File: src/rtl/usb_pkg.sv
// usb_pkg: shared FSM states, FT245 strobe defaults and SRAM control polarities
package usb_pkg;
  typedef enum logic [3:0] {
    IDLE, SET, RDWAIT, LATCH, TXWAIT, STB_HI, STB_LO, NEXTB, NEXTW
  } state_t;
  localparam int WR_HIGH_DEF = 5;
  localparam int WR_LOW_DEF = 7;
  localparam logic OE_ON = 1'b0;
  localparam logic OE_OFF = 1'b1;
  localparam logic WE_OFF = 1'b1;
endpackage

File: src/rtl/ft245_byte_wr.sv
// ft245_byte_wr: one FT245 byte write, WR high WR_HIGH cycles then low WR_LOW cycles with data driven
// Ports: CLK/RST (sync, active-high); go/din start a byte; wr, drv, data go to the FIFO pins;
//   hi_end flags the last WR-high cycle, done flags the last driven WR-low cycle.
module ft245_byte_wr import usb_pkg::*; #(
  parameter int WR_HIGH = WR_HIGH_DEF,
  parameter int WR_LOW = WR_LOW_DEF
) (
  input  logic       CLK,
  input  logic       RST,
  input  logic       go,
  input  logic [7:0] din,
  output logic       wr,
  output logic       drv,
  output logic [7:0] data,
  output logic       hi_end,
  output logic       done
);
  logic [7:0] cnt;
  // wr doubles as the high-phase flag; drv without wr is the low phase
  assign hi_end = wr && cnt == '0;
  assign done = drv && !wr && cnt == '0;
  always_ff @(posedge CLK) begin
    if (RST) begin
      wr <= 1'b0;
      drv <= 1'b0;
      data <= '0;
      cnt <= '0;
    end else if (go) begin
      wr <= 1'b1;
      drv <= 1'b1;
      data <= din;
      cnt <= 8'(WR_HIGH - 1);
    end else if (hi_end) begin
      wr <= 1'b0;
      cnt <= 8'(WR_LOW - 1);
    end else if (done) begin
      drv <= 1'b0;
    end else if (drv) begin
      cnt <= cnt - 1'b1;
    end
  end
endmodule

File: src/rtl/usb_burst_tx.sv
// usb_burst_tx: bursts consecutive 16-bit SRAM words to the FT245 TX FIFO, low byte first
// Ports: CLK/RST (sync, active-high); START/BASE_ADRS/LEN_WORDS request a burst;
//   ADX/CEX/CEY/DX read the SRAM; USBX_O/USB_DRV/WR/TXE drive the FT245;
//   BUSY, DONE (one-cycle pulse) and NEXT_ADRS report progress.
// Build option USB_TXE_TIMEOUT_EN adds parameter TO_CYC and output ERR: a burst
//   stalled by TXE=1 for TO_CYC cycles in TXWAIT aborts with ERR set.
// RD_LAT must be at least 2.
module usb_burst_tx import usb_pkg::*; #(
  parameter int ADDR_W = 20,
  parameter int DATA_W = 16,
  parameter int WR_HIGH = WR_HIGH_DEF,
  parameter int WR_LOW = WR_LOW_DEF,
  parameter int RD_LAT = 2
`ifdef USB_TXE_TIMEOUT_EN
  , parameter int TO_CYC = 65535
`endif
) (
  input  logic              CLK,
  input  logic              RST,
  input  logic              START,
  input  logic [ADDR_W-1:0] BASE_ADRS,
  input  logic [7:0]        LEN_WORDS,
  output logic [ADDR_W-1:0] ADX,
  output logic              CEX,
  output logic              CEY,
  input  logic [DATA_W-1:0] DX,
  output logic [7:0]        USBX_O,
  output logic              USB_DRV,
  output logic              WR,
  input  logic              TXE,
  output logic              BUSY,
  output logic              DONE,
  output logic [ADDR_W-1:0] NEXT_ADRS
`ifdef USB_TXE_TIMEOUT_EN
  , output logic            ERR
`endif
);
  state_t state, nxt;
  logic [ADDR_W-1:0] addr;
  logic [7:0] rem, rd_cnt;
  logic [DATA_W-1:0] word;
  logic [7:0] byte_sel;
  logic idx, go, hi_end, bdone, abort, launch, last;
  assign CEY = WE_OFF;
  always_ff @(posedge CLK) state <= RST ? IDLE : nxt;
  always_comb begin
    nxt = state;
    case (state)
      IDLE:    nxt = START && LEN_WORDS != '0 ? SET : IDLE;
      SET:     nxt = RDWAIT;
      RDWAIT:  nxt = rd_cnt == '0 ? LATCH : RDWAIT;
      LATCH:   nxt = TXWAIT;
      TXWAIT:  nxt = abort ? IDLE : !TXE ? STB_HI : TXWAIT;
      STB_HI:  nxt = hi_end ? STB_LO : STB_HI;
      STB_LO:  nxt = !bdone ? STB_LO : idx ? NEXTW : NEXTB;
      NEXTB:   nxt = TXWAIT;
      NEXTW:   nxt = rem == 8'd1 ? IDLE : SET;
      default: nxt = IDLE;
    endcase
  end
  always_comb begin
    launch = state == IDLE && START;
    go = state == TXWAIT && !TXE;
    last = state == NEXTW && rem == 8'd1;
    byte_sel = idx ? word[15:8] : word[7:0];
  end
`ifdef USB_TXE_TIMEOUT_EN
  logic [31:0] to_cnt;
  assign abort = state == TXWAIT && TXE && to_cnt == 32'(TO_CYC - 1);
  always_ff @(posedge CLK) begin
    if (RST) begin
      ERR <= 1'b0;
      to_cnt <= '0;
    end else begin
      ERR <= abort || (ERR && !launch);
      to_cnt <= state == TXWAIT && TXE ? to_cnt + 32'd1 : '0;
    end
  end
`else
  assign abort = 1'b0;
`endif
  always_ff @(posedge CLK) begin
    if (RST) begin
      addr <= '0;
      rem <= '0;
      rd_cnt <= '0;
      word <= '0;
      idx <= 1'b0;
      ADX <= '0;
      CEX <= OE_OFF;
      BUSY <= 1'b0;
      DONE <= 1'b0;
      NEXT_ADRS <= '0;
    end else begin
      DONE <= (launch && LEN_WORDS == '0) || last || abort;
      if (launch) begin
        addr <= BASE_ADRS;
        rem <= LEN_WORDS;
        BUSY <= LEN_WORDS != '0;
        if (LEN_WORDS == '0) NEXT_ADRS <= BASE_ADRS;
      end
      if (state == SET) begin
        ADX <= addr;
        CEX <= OE_ON;
        rd_cnt <= 8'(RD_LAT - 2);
      end
      if (state == RDWAIT) rd_cnt <= rd_cnt - 1'b1;
      if (state == LATCH) begin
        word <= DX;
        idx <= 1'b0;
        CEX <= OE_OFF;
      end
      if (state == NEXTB) idx <= 1'b1;
      if (state == NEXTW) begin
        addr <= addr + 1'b1;
        rem <= rem - 1'b1;
      end
      if (last) begin
        BUSY <= 1'b0;
        NEXT_ADRS <= addr + 1'b1;
      end
      if (abort) begin
        BUSY <= 1'b0;
        NEXT_ADRS <= addr;
      end
    end
  end
  ft245_byte_wr #(.WR_HIGH(WR_HIGH), .WR_LOW(WR_LOW)) u_wr (
    .CLK(CLK),
    .RST(RST),
    .go(go),
    .din(byte_sel),
    .wr(WR),
    .drv(USB_DRV),
    .data(USBX_O),
    .hi_end(hi_end),
    .done(bdone)
  );
endmodule

File: config.mk
export PLATFORM = sky130hd
export DESIGN_NAME = usb_burst_tx
export DESIGN_NICKNAME = d
export VERILOG_FILES = /design/src/rtl/usb_pkg.sv /design/src/rtl/ft245_byte_wr.sv /design/src/rtl/usb_burst_tx.sv
export SDC_FILE = /design/constraint.sdc
export NUM_CORES = 1
export LEC_CHECK = 0
export BUFFER_PORTS_ARGS = -buffer_cell sky130_fd_sc_hd__buf_2
export CORE_UTILIZATION = 30
export CTS_CLUSTER_DIAMETER = 150
export DETAILED_ROUTE_END_ITERATION = 8
export PLACE_DENSITY = 0.47
export SLEW_MARGIN = 20
export SYNTH_ARGS = -nofsm -noshare
export SYNTH_HDL_FRONTEND = slang
export SYNTH_SLANG_ARGS = --single-unit
File: constraint.sdc
create_clock -name CLK -period 2.2 [get_ports CLK]
set_input_delay 0 -clock CLK [delete_from_list [all_inputs] [get_ports CLK]]
set_output_delay 0 -clock CLK [all_outputs]
set_load 0.1 [all_outputs]
==> results of run 1 <==
==> power groups by stage <==
stage	Sequential [mW]	Combinational, mW	Clock [mW]
2_1_floorplan	2.59	0.736	0
3_3_place_gp	2.46	1.18	0
3_5_place_dp	2.47	1.20	0
4_1_cts	2.42	1.27	3.27
5_1_grt	2.44	1.39	3.36
6_report	2.43	1.27	3.20
==> worst min-delay path, cell delays in order <==
cell and delay [ns]:
buf_2 0.10, nor4_2 0.07, buf_12 0.15, nor2_1 0.09, a211oi_1 0.05
==> state kept, by name, indices dropped and copies added (netlist names) <==
register   cells
idx            1
u_wr.cnt       8
state          4
rem            8
u_wr.wr        1
u_wr.data      8
rd_cnt         8
NEXT_ADRS     20
CEX            1
u_wr.drv       1
BUSY           1
word          16
addr          20
DONE           1
ADX           20
==> final timing paths <==
path,start,end,slack [ns],cells after the start
worst min-delay path,TXE,u_wr.data[7],0.1,5
worst min register to register,ADX[14],ADX[14],0.45,2
worst max-delay path,addr[1],NEXT_ADRS[18],0.16,7
worst max register to register,addr[1],NEXT_ADRS[18],0.16,7
==> layer usage <==
metal,vias to the layer above,track usage (%),wire length (um)
met5,-,0,0
met4,0,4.335,109
met3,11,4.636,1011
met2,168,30.39,7801
met1,2535,22.85,7625
li1,2674,-,-
==> kinds of logic after synthesis <==
family                   count (synthesis)
AO/OA/AOI/OAI                          169
XOR/XNOR                                23
adder cells (fa/ha/maj)                  6
buffers and inverters                   58
flip-flops                             118
multiplexers                            13
other                                    1
AND/OR/NAND/NOR                        281
==> area by class of cell <==
class / count / area (sq um) / area share (%)
clock buffers: 22 / 484.2 / 6.505
clock inverters: 9 / 195.2 / 2.622
inverters: 9 / 33.78 / 0.4539
multi-input cells: 493 / 2873 / 38.59
flip-flops and latches: 118 / 2362 / 31.74
well taps: 229 / 286.5 / 3.849
repair buffers: 176 / 1209 / 16.24
==> through the flow <==
| stage | utilization [%] | hold WS, ns | cell area (sq um) | worst slack, ns | instances |
|---|---|---|---|---|---|
| floorplan | - | 0.1360 | 5482 | 0.2318 | 669 |
| global placement | 35.04 | 0.2498 | 6294 | 0.2722 | 977 |
| detailed placement | 35.04 | 0.2551 | 6294 | 0.1904 | 977 |
| CTS | 41.27 | 0.09113 | 7413 | 0.1649 | 1052 |
| global route | 41.44 | 0.1034 | 7443 | 0.001637 | 1056 |
| finish | 41.44 | 0.09970 | 7443 | 0.1554 | 1056 |
==> cell usage in the layout, fill, tap and decap left out, types with 5 or more instances in the layout <==
cell	Yosys	final
xor2_1	12	12
inv_1	9	9
nor2_1	76	76
xnor2_1	11	11
nand3_1	16	16
dfxtp_1	118	118
buf_2	21	99
ha_1	6	6
nand2_1	115	115
nor4_1	10	9
a31oi_1	8	8
nand4_1	10	10
a221oi_1	6	6
a21oi_1	77	77
a2111oi_0	5	5
buf_4	2	31
clkbuf_16	0	17
nor3_1	13	13
dlygate4sd3_1	0	44
o21ai_0	15	15
bufinv_16	0	6
mux2i_1	11	11
a211oi_1	13	13
or3_1	6	6
a22oi_1	20	20
==> what timing repair did <==
action	in CTS	in global routing
buffers inserted	0	4
hold endpoints to repair	64	0
setup endpoints to repair	0	1
hold buffers	44	0
gates resized for setup	0	0
==> impl_metrics.ini, run 1 <==
[floorplanning]
die_w_um = 137.2
dieArea_sq_mm = 0.01882
top_level_ports = 102
start_util_pct = 30.51
chipHeight_um = 137.2
row_count = 49
core_area_sq_mm = 0.01796

[power]
total_power_mw = 6.893
p_per_area_mw_per_mm2 = 926.1
intPower_mw = 4.983
ir_drop_mv = 0.5309
netSwitchingPower_mw = 1.910
p_leak_nw = 2.891
combPwrFrac_pct = 18.4
p_sw_share_pct = 27.71
power_frac_seq_pct = 35.2
clkPwrFrac_pct = 46.4

[sta]
finalHoldViolCount = 0
setup-violations-final = 0
fin_tns_setup_ns = 0
tightest_slew_ns = 1.000
finClkSkew_ns = 0.01239
rsz0062_at_grt = no
fin_crit_sh_pct = 92.94
slew_headroom_pct = 33.34
fmax_mhz = 489.1
fin_crit_ns = 2.045
finalMaxSlewViolations = 0

[layout]
syn_to_final_growth_pct = 35.79
nets = 869
fillCellCount = 1806
antennaDiodeCount = 0
drive_above_1_share_pct = 22.37

[yosys]
seq_area_frac_synth_pct = 43.10
yosys.area.top_type_share_pct = 43.10
synth_flop_cell = dfxtp_1
syn-cell-area_sq_mm = 0.005482
syn-num-nets = 723
syn-instance-count = 669
synthSimpleGateAreaFrac_pct = 25.20
synth_compound_area_share_pct = 19.56
synth_top_family_by_area = simple AND/OR/NAND/NOR gates
synth.most_common_cell = dfxtp_1
yosysTopAreaCell = dfxtp_1
synth_adder_area_share_pct = 1.370
synthTopCellsByArea = dfxtp_1, nand2_1, a21oi_1
synth_top_cells_by_count = dfxtp_1, nand2_1, a21oi_1
synthXorXnorAreaFrac_pct = 3.675
yosys_warnings = 0
async_reset_ff_share_pct = 0
netlist-cell-type-count = 62
synth.area.mux_share_pct = 2.420
avgSynthCellArea_sq_um = 8.194
synth_seq_cells = 118
synth_edf_count = 0

[critical_path]
cpPeakStageDelay_ns = 0.41
cp.required_ns = 2.49
crit_path_start_kind = flop
crit_chain = ha_1, nand3_1, nor3_4, buf_4, nand3_1, xor2_1, a2111oi_0
crit_path_end_kind = flop
cpMostUsedCell = nand3_1
cp_slowest_cell = dfxtp_1
path_buf_inv = 1
critPathKind = flop to flop
arrival_ns = 2.33
cp_max_fo = 6
crit_family = simple AND/OR/NAND/NOR gates

[cts]
cts.sinks = 118
cts_root_buf = clkbuf_16
insertion_delay_ns = 0.41
clkTransAtPathRegs_ns = 0.06
clockBufferDepth = 2
cts_buffers = 17
cts_tree = built
htree_levels = 4

[placed_design]
port_buffers = 100
dpl.hpwl_mm = 11.31
gp_congestion = 0.8351

[grt]
grt_pass1_wl_mm = 26.12
grt_max_degree = 65
grt_pass1_vias = 5091
grt-ovfl-total = 0
antenna_found_initial = 0
grt_use_total_pct = 18.03

[route]
vias_per_cell = 5.102
drt_pass1_iterations = 5
drt_wl_total_mm = 16.55
wl_per_cell_um = 15.67
num_vias = 5388
drc = 0
ant_nets = 0
drt_iter0_drc = 310

[min_path]
min_path_type = primary input to flop

[outcome]
run_status = finished, final reports clean

[run]
cap_violations = 0
Note: power is estimated with default switching activity, not from simulation.
==> run 2, diff against run 1 <==
==> constraint.sdc (replaced) <==
create_clock -name CLK -period 2.15 [get_ports CLK]
set_input_delay 0 -clock CLK [delete_from_list [all_inputs] [get_ports CLK]]
set_output_delay 0 -clock CLK [all_outputs]
set_load 0.1 [all_outputs]
==> run 2 against run 1 <==
Compared with the run above: setup slack better by 0.013 ns; first-iteration DRC count is 31% lower; sequential share of layout area is 0.33 points higher; sequential power is 2% higher; clock-buffer cell count is 1 higher; die area stayed put; global-route usage is 0.22 points higher; worst hold slack better by 0.014 ns; core utilization is 0.42 points lower; critical path type unchanged.
==> impl_metrics.ini, run 2 (same netlist as run 1, synthesis figures left out) <==
[placed_design]
place_ws_ns = 0.1822
port_buffers = 100
placed_area_sq_mm = 0.006324
gp_congestion = 0.8042
dpl.hpwl_mm = 11.26

[critical_path]
cp_slowest_cell = a21oi_2
critical_path.startpoint = state[2]
crit_path_start_kind = flop
cpMostUsedCell = nor3_1
cp_max_fo = 18
arrival_ns = 2.24
reg2reg_from = state[2]
crit_chain = nor4b_4, buf_4, a21oi_2, nor3_1, a21oi_1, nor3_1
critPathKind = flop to flop
crit_path_end_kind = flop
cp.required_ns = 2.41
cpPeakStageDelay_ns = 0.76

[power]
p_sw_share_pct = 29.82
intPower_mw = 4.639
ir_drop_mv = 0.5279
p_per_area_mw_per_mm2 = 897.2
netSwitchingPower_mw = 1.971
p_leak_nw = 2.840
combPwrFrac_pct = 20.0
clkPwrFrac_pct = 42.6
power_frac_seq_pct = 37.4

[cts]
insertion_delay_ns = 0.41
clockBufferDepth = 2
htree_levels = 4
cts_tree = built
clkTransAtPathRegs_ns = 0.05
cts.sinks = 118
cts_root_buf = clkbuf_16
cts_buffers = 17

[grt]
grt_pass1_vias = 5158
grt_pass1_wl_mm = 26.50
antenna_found_initial = 0
grt-ovfl-total = 0
grt_use_total_pct = 18.25
grt_max_degree = 71

[route]
drt_pass1_iterations = 5
drc = 0
ant_nets = 0
drt_iter0_drc = 214
drt_wl_total_mm = 16.63
wl_per_cell_um = 15.75
vias_per_cell = 5.067
num_vias = 5351

[floorplanning]
start_util_pct = 30.51
row_count = 49
die_w_um = 137.2
core_area_sq_mm = 0.01796
top_level_ports = 102
dieArea_sq_mm = 0.01882
chipHeight_um = 137.2

[sta]
fin_tns_setup_ns = 0
finClkSkew_ns = 0.005997
fin_ws_ns = 0.1679
setup-violations-final = 0
finalMaxSlewViolations = 0
fin_crit_ns = 1.982
fin_crit_sh_pct = 92.19
finalHoldViolCount = 0
tightest_slew_ns = 1.053
whs_ns = 0.1134
rsz0062_at_grt = no
slew_headroom_pct = 29.80
fmax_mhz = 504.5

[layout]
final_cell_mix = dfxtp_1, nand2_1, buf_2
syn_to_final_growth_pct = 34.40
drive_above_1_share_pct = 22.61
antennaDiodeCount = 0
layout_commonest_cell = dfxtp_1
top_regs = ADX: 20 flops, NEXT_ADRS: 20 flops, addr: 20 flops
nets = 869
utilization_pct = 41.01
fin_area_sq_mm = 0.007367

[min_path]
min_path_type = primary input to flop
min_from = TXE

[run]
cap_violations = 0

[outcome]
run_status = finished, final reports clean
run 2: metal layers:
layer,wire (um),vias to the layer above,global-route usage [%]
met2,7806,135,30.58
met3,783,13,4.268
met1,7871,2529,23.29
met5,0,-,0
li1,-,2674,-
met4,169,0,5.067
run 2: layout make-up:
| cell class | count | area [sq um] |
|---|---|---|
| tap | 229 | 286.5 |
| clock buffer | 23 | 488.0 |
| sequential | 118 | 2362 |
| multi-input combinational | 493 | 2890 |
| fill | 1822 | 10600 |
| inverter | 9 | 33.78 |
| clock inverter | 8 | 97.59 |
| timing repair buffer | 176 | 1209 |
run 2: power by group through the flow:
stage	clock, mW	sequential, mW	combinational [mW]
after floorplan	0	2.65	0.753
after global placement	0	2.51	1.23
after detailed placement	0	2.52	1.25
after CTS	2.89	2.47	1.32
after global routing	2.97	2.49	1.46
final	2.81	2.47	1.32
run 2: stage by stage:
step | total power, mW | std cells
5_1_grt | 6.919 | 1056
4_1_cts | 6.677 | 1056
3_3_place_gp | 3.738 | 981
3_5_place_dp | 3.766 | 981
2_1_floorplan | 3.406 | 669
6_report | 6.610 | 1056
run 2: worst paths after layout:
kind	end	slack, ns	cells after the start
min	u_wr.data[2]	0.11	5
max	rem[2]	0.17	6
max reg2reg	rem[2]	0.17	6
min reg2reg	ADX[19]	0.45	2
run 2: critical path, delay by kind of cell, from the launching register on:
kind,cells,cell delay (ns)
compound gates,2,0.93
flops,1,0.47
simple gates,3,0.26
buf+inv,1,0.17
run 2: what timing repair did:
action	in CTS	in global routing
buffers inserted	0	0
endpoints found under the hold margin	64	0
hold buffers	44	0
gates resized for setup	0	4
setup endpoints to repair	0	3
==> run 3, diff against run 2 <==
==> constraint.sdc (replaced) <==
create_clock -name CLK -period 1.9 [get_ports CLK]
set_input_delay 0 -clock CLK [delete_from_list [all_inputs] [get_ports CLK]]
set_output_delay 0 -clock CLK [all_outputs]
set_load 0.1 [all_outputs]
==> run 3 against run 2 <==
Compared with the run above: sequential power grew 12%; critical path depth down 1; non-clock buffer count rose by 25; clock skew up 0.0039 ns; die area unchanged; design area increased by 3.7%; first-iteration DRC count rose by 40%; worst hold slack got worse by 0.026 ns; clock power rose by 12%; register-to-register slack got worse by 0.099 ns; routed wire length barely moved; core utilization is 1.5 points higher; critical path type unchanged.
==> impl_metrics.ini, run 3 (same netlist as run 1, synthesis figures left out) <==
[critical_path]
cp_slowest_cell = or4_4
cp.required_ns = 2.19
critical_path.startpoint = u_wr.cnt[4]
crit_chain = or4_4, nor4b_4, nand2_2, o2bb2ai_1, o31a_1
reg2reg_from = u_wr.cnt[4]
cp_max_fo = 4
reg2reg_depth = 5
cpPeakStageDelay_ns = 0.53
critPathKind = flop to flop
path_buf_inv = 0
worst-path-stages = 5
arrival_ns = 2.12
crit_path_end_kind = flop
crit_family = simple AND/OR/NAND/NOR gates
crit_path_start_kind = flop

[floorplanning]
start_util_pct = 30.51
dieArea_sq_mm = 0.01882
top_level_ports = 102
die_w_um = 137.2
chipHeight_um = 137.2
core_area_sq_mm = 0.01796
row_count = 49

[cts]
cts_root_buf = clkbuf_16
insertion_delay_ns = 0.42
clkTransAtPathRegs_ns = 0.06
cts_buffers = 17
clockBufferDepth = 2
htree_levels = 4
cts.sinks = 118
cts_tree = built

[grt]
antenna_found_initial = 0
grt-ovfl-total = 0
grt_use_total_pct = 18.17
grt_pass1_wl_mm = 26.25
grt_max_degree = 59
grt_pass1_vias = 5319

[sta]
tightest_slew_ns = 0.6635
fin_tns_setup_ns = 0
whs_ns = 0.08773
slew_headroom_pct = 55.77
fin_crit_ns = 1.831
rsz0062_at_grt = yes
fin_ws_ns = 0.06885
fmax_mhz = 546.1
fin_crit_sh_pct = 96.38
setup-violations-final = 0
finClkSkew_ns = 0.009934
finalMaxSlewViolations = 0
finalHoldViolCount = 0

[route]
top_layer_used = met4
vias_per_cell = 5.077
ant_nets = 0
met3WireLength_um = 917
drc = 0
drt_wl_total_mm = 16.62
met1Wirelength_mm = 7.804
drt_iter0_drc = 299
wl_per_cell_um = 15.39
dr_wl_met2_mm = 7.716
num_vias = 5483
drt_pass1_iterations = 4

[min_path]
min_delay_path_depth = 4
min_from = START
min_path_type = primary input to flop

[power]
p_per_area_mw_per_mm2 = 990.0
ir_drop_mv = 0.5490
p_leak_nw = 2.984

[layout]
syn_to_final_growth_pct = 39.40
nets = 894
utilization_pct = 42.54
drive_above_1_share_pct = 25.62
final_cell_mix = dfxtp_1, nand2_1, buf_2
top_regs = ADX: 20 flops, NEXT_ADRS: 20 flops, addr: 20 flops
antennaDiodeCount = 0
fillCellCount = 1831
finalNonFillerCells = 1080

[placed_design]
dpl.hpwl_mm = 11.54
place_ws_ns = 0.0005864
port_buffers = 100
gp_congestion = 0.8025
place_inst = 1003

[run]
cap_violations = 0

[outcome]
run_status = finished, final reports clean
## run 3: per-layer routing
layer / up-vias / track usage (%)
li1: 2718 / -
met1: 2599 / 22.89
met2: 151 / 30.33
met3: 15 / 4.525
met4: 0 / 5.617
met5: - / 0
## run 3: worst paths after layout
path,endpoint,slack [ns]
setup / recovery,state[0],0.07
hold reg to reg,ADX[14],0.45
hold / removal,addr[1],0.09
setup reg to reg,state[0],0.07
## run 3: metrics by stage
stage	area (sq um)	total power, mW
finish	7641	7.565
global route	7641	7.933
CTS	7560	7.586
detailed placement	6540	4.340
global placement	6540	4.312
floorplan	5483	3.854
## run 3: power breakdown
part,internal [mW],switching [mW],total [mW]
clock,2.01,1.15,3.16
combinational,0.656,0.976,1.63
sequential,2.63,0.140,2.77
total,5.30,2.26,7.56
## run 3: timing repair
action	in CTS	in global routing
pin swaps	0	9
hold endpoints to repair	64	0
setup endpoints to repair	1	36
hold buffers	44	0
buffers inserted	0	3
gates resized for setup	1	14
## run 3: final cells by class
class / instances / area (sq um) / area share [%]
clock buffers: 22 / 474.2 / 6.206
clock inverters: 8 / 100.1 / 1.310
inverters: 9 / 33.78 / 0.4421
multi-input cells: 493 / 2934 / 38.40
flip-flops and latches: 118 / 2366 / 30.96
well taps: 229 / 286.5 / 3.750
repair buffers: 201 / 1446 / 18.93
## run 3: worst min-delay path, stage by stage
cell and delay (ns):
buf_2 0.14, a21oi_4 0.17, nand2_1 0.09, a21oi_1 0.05
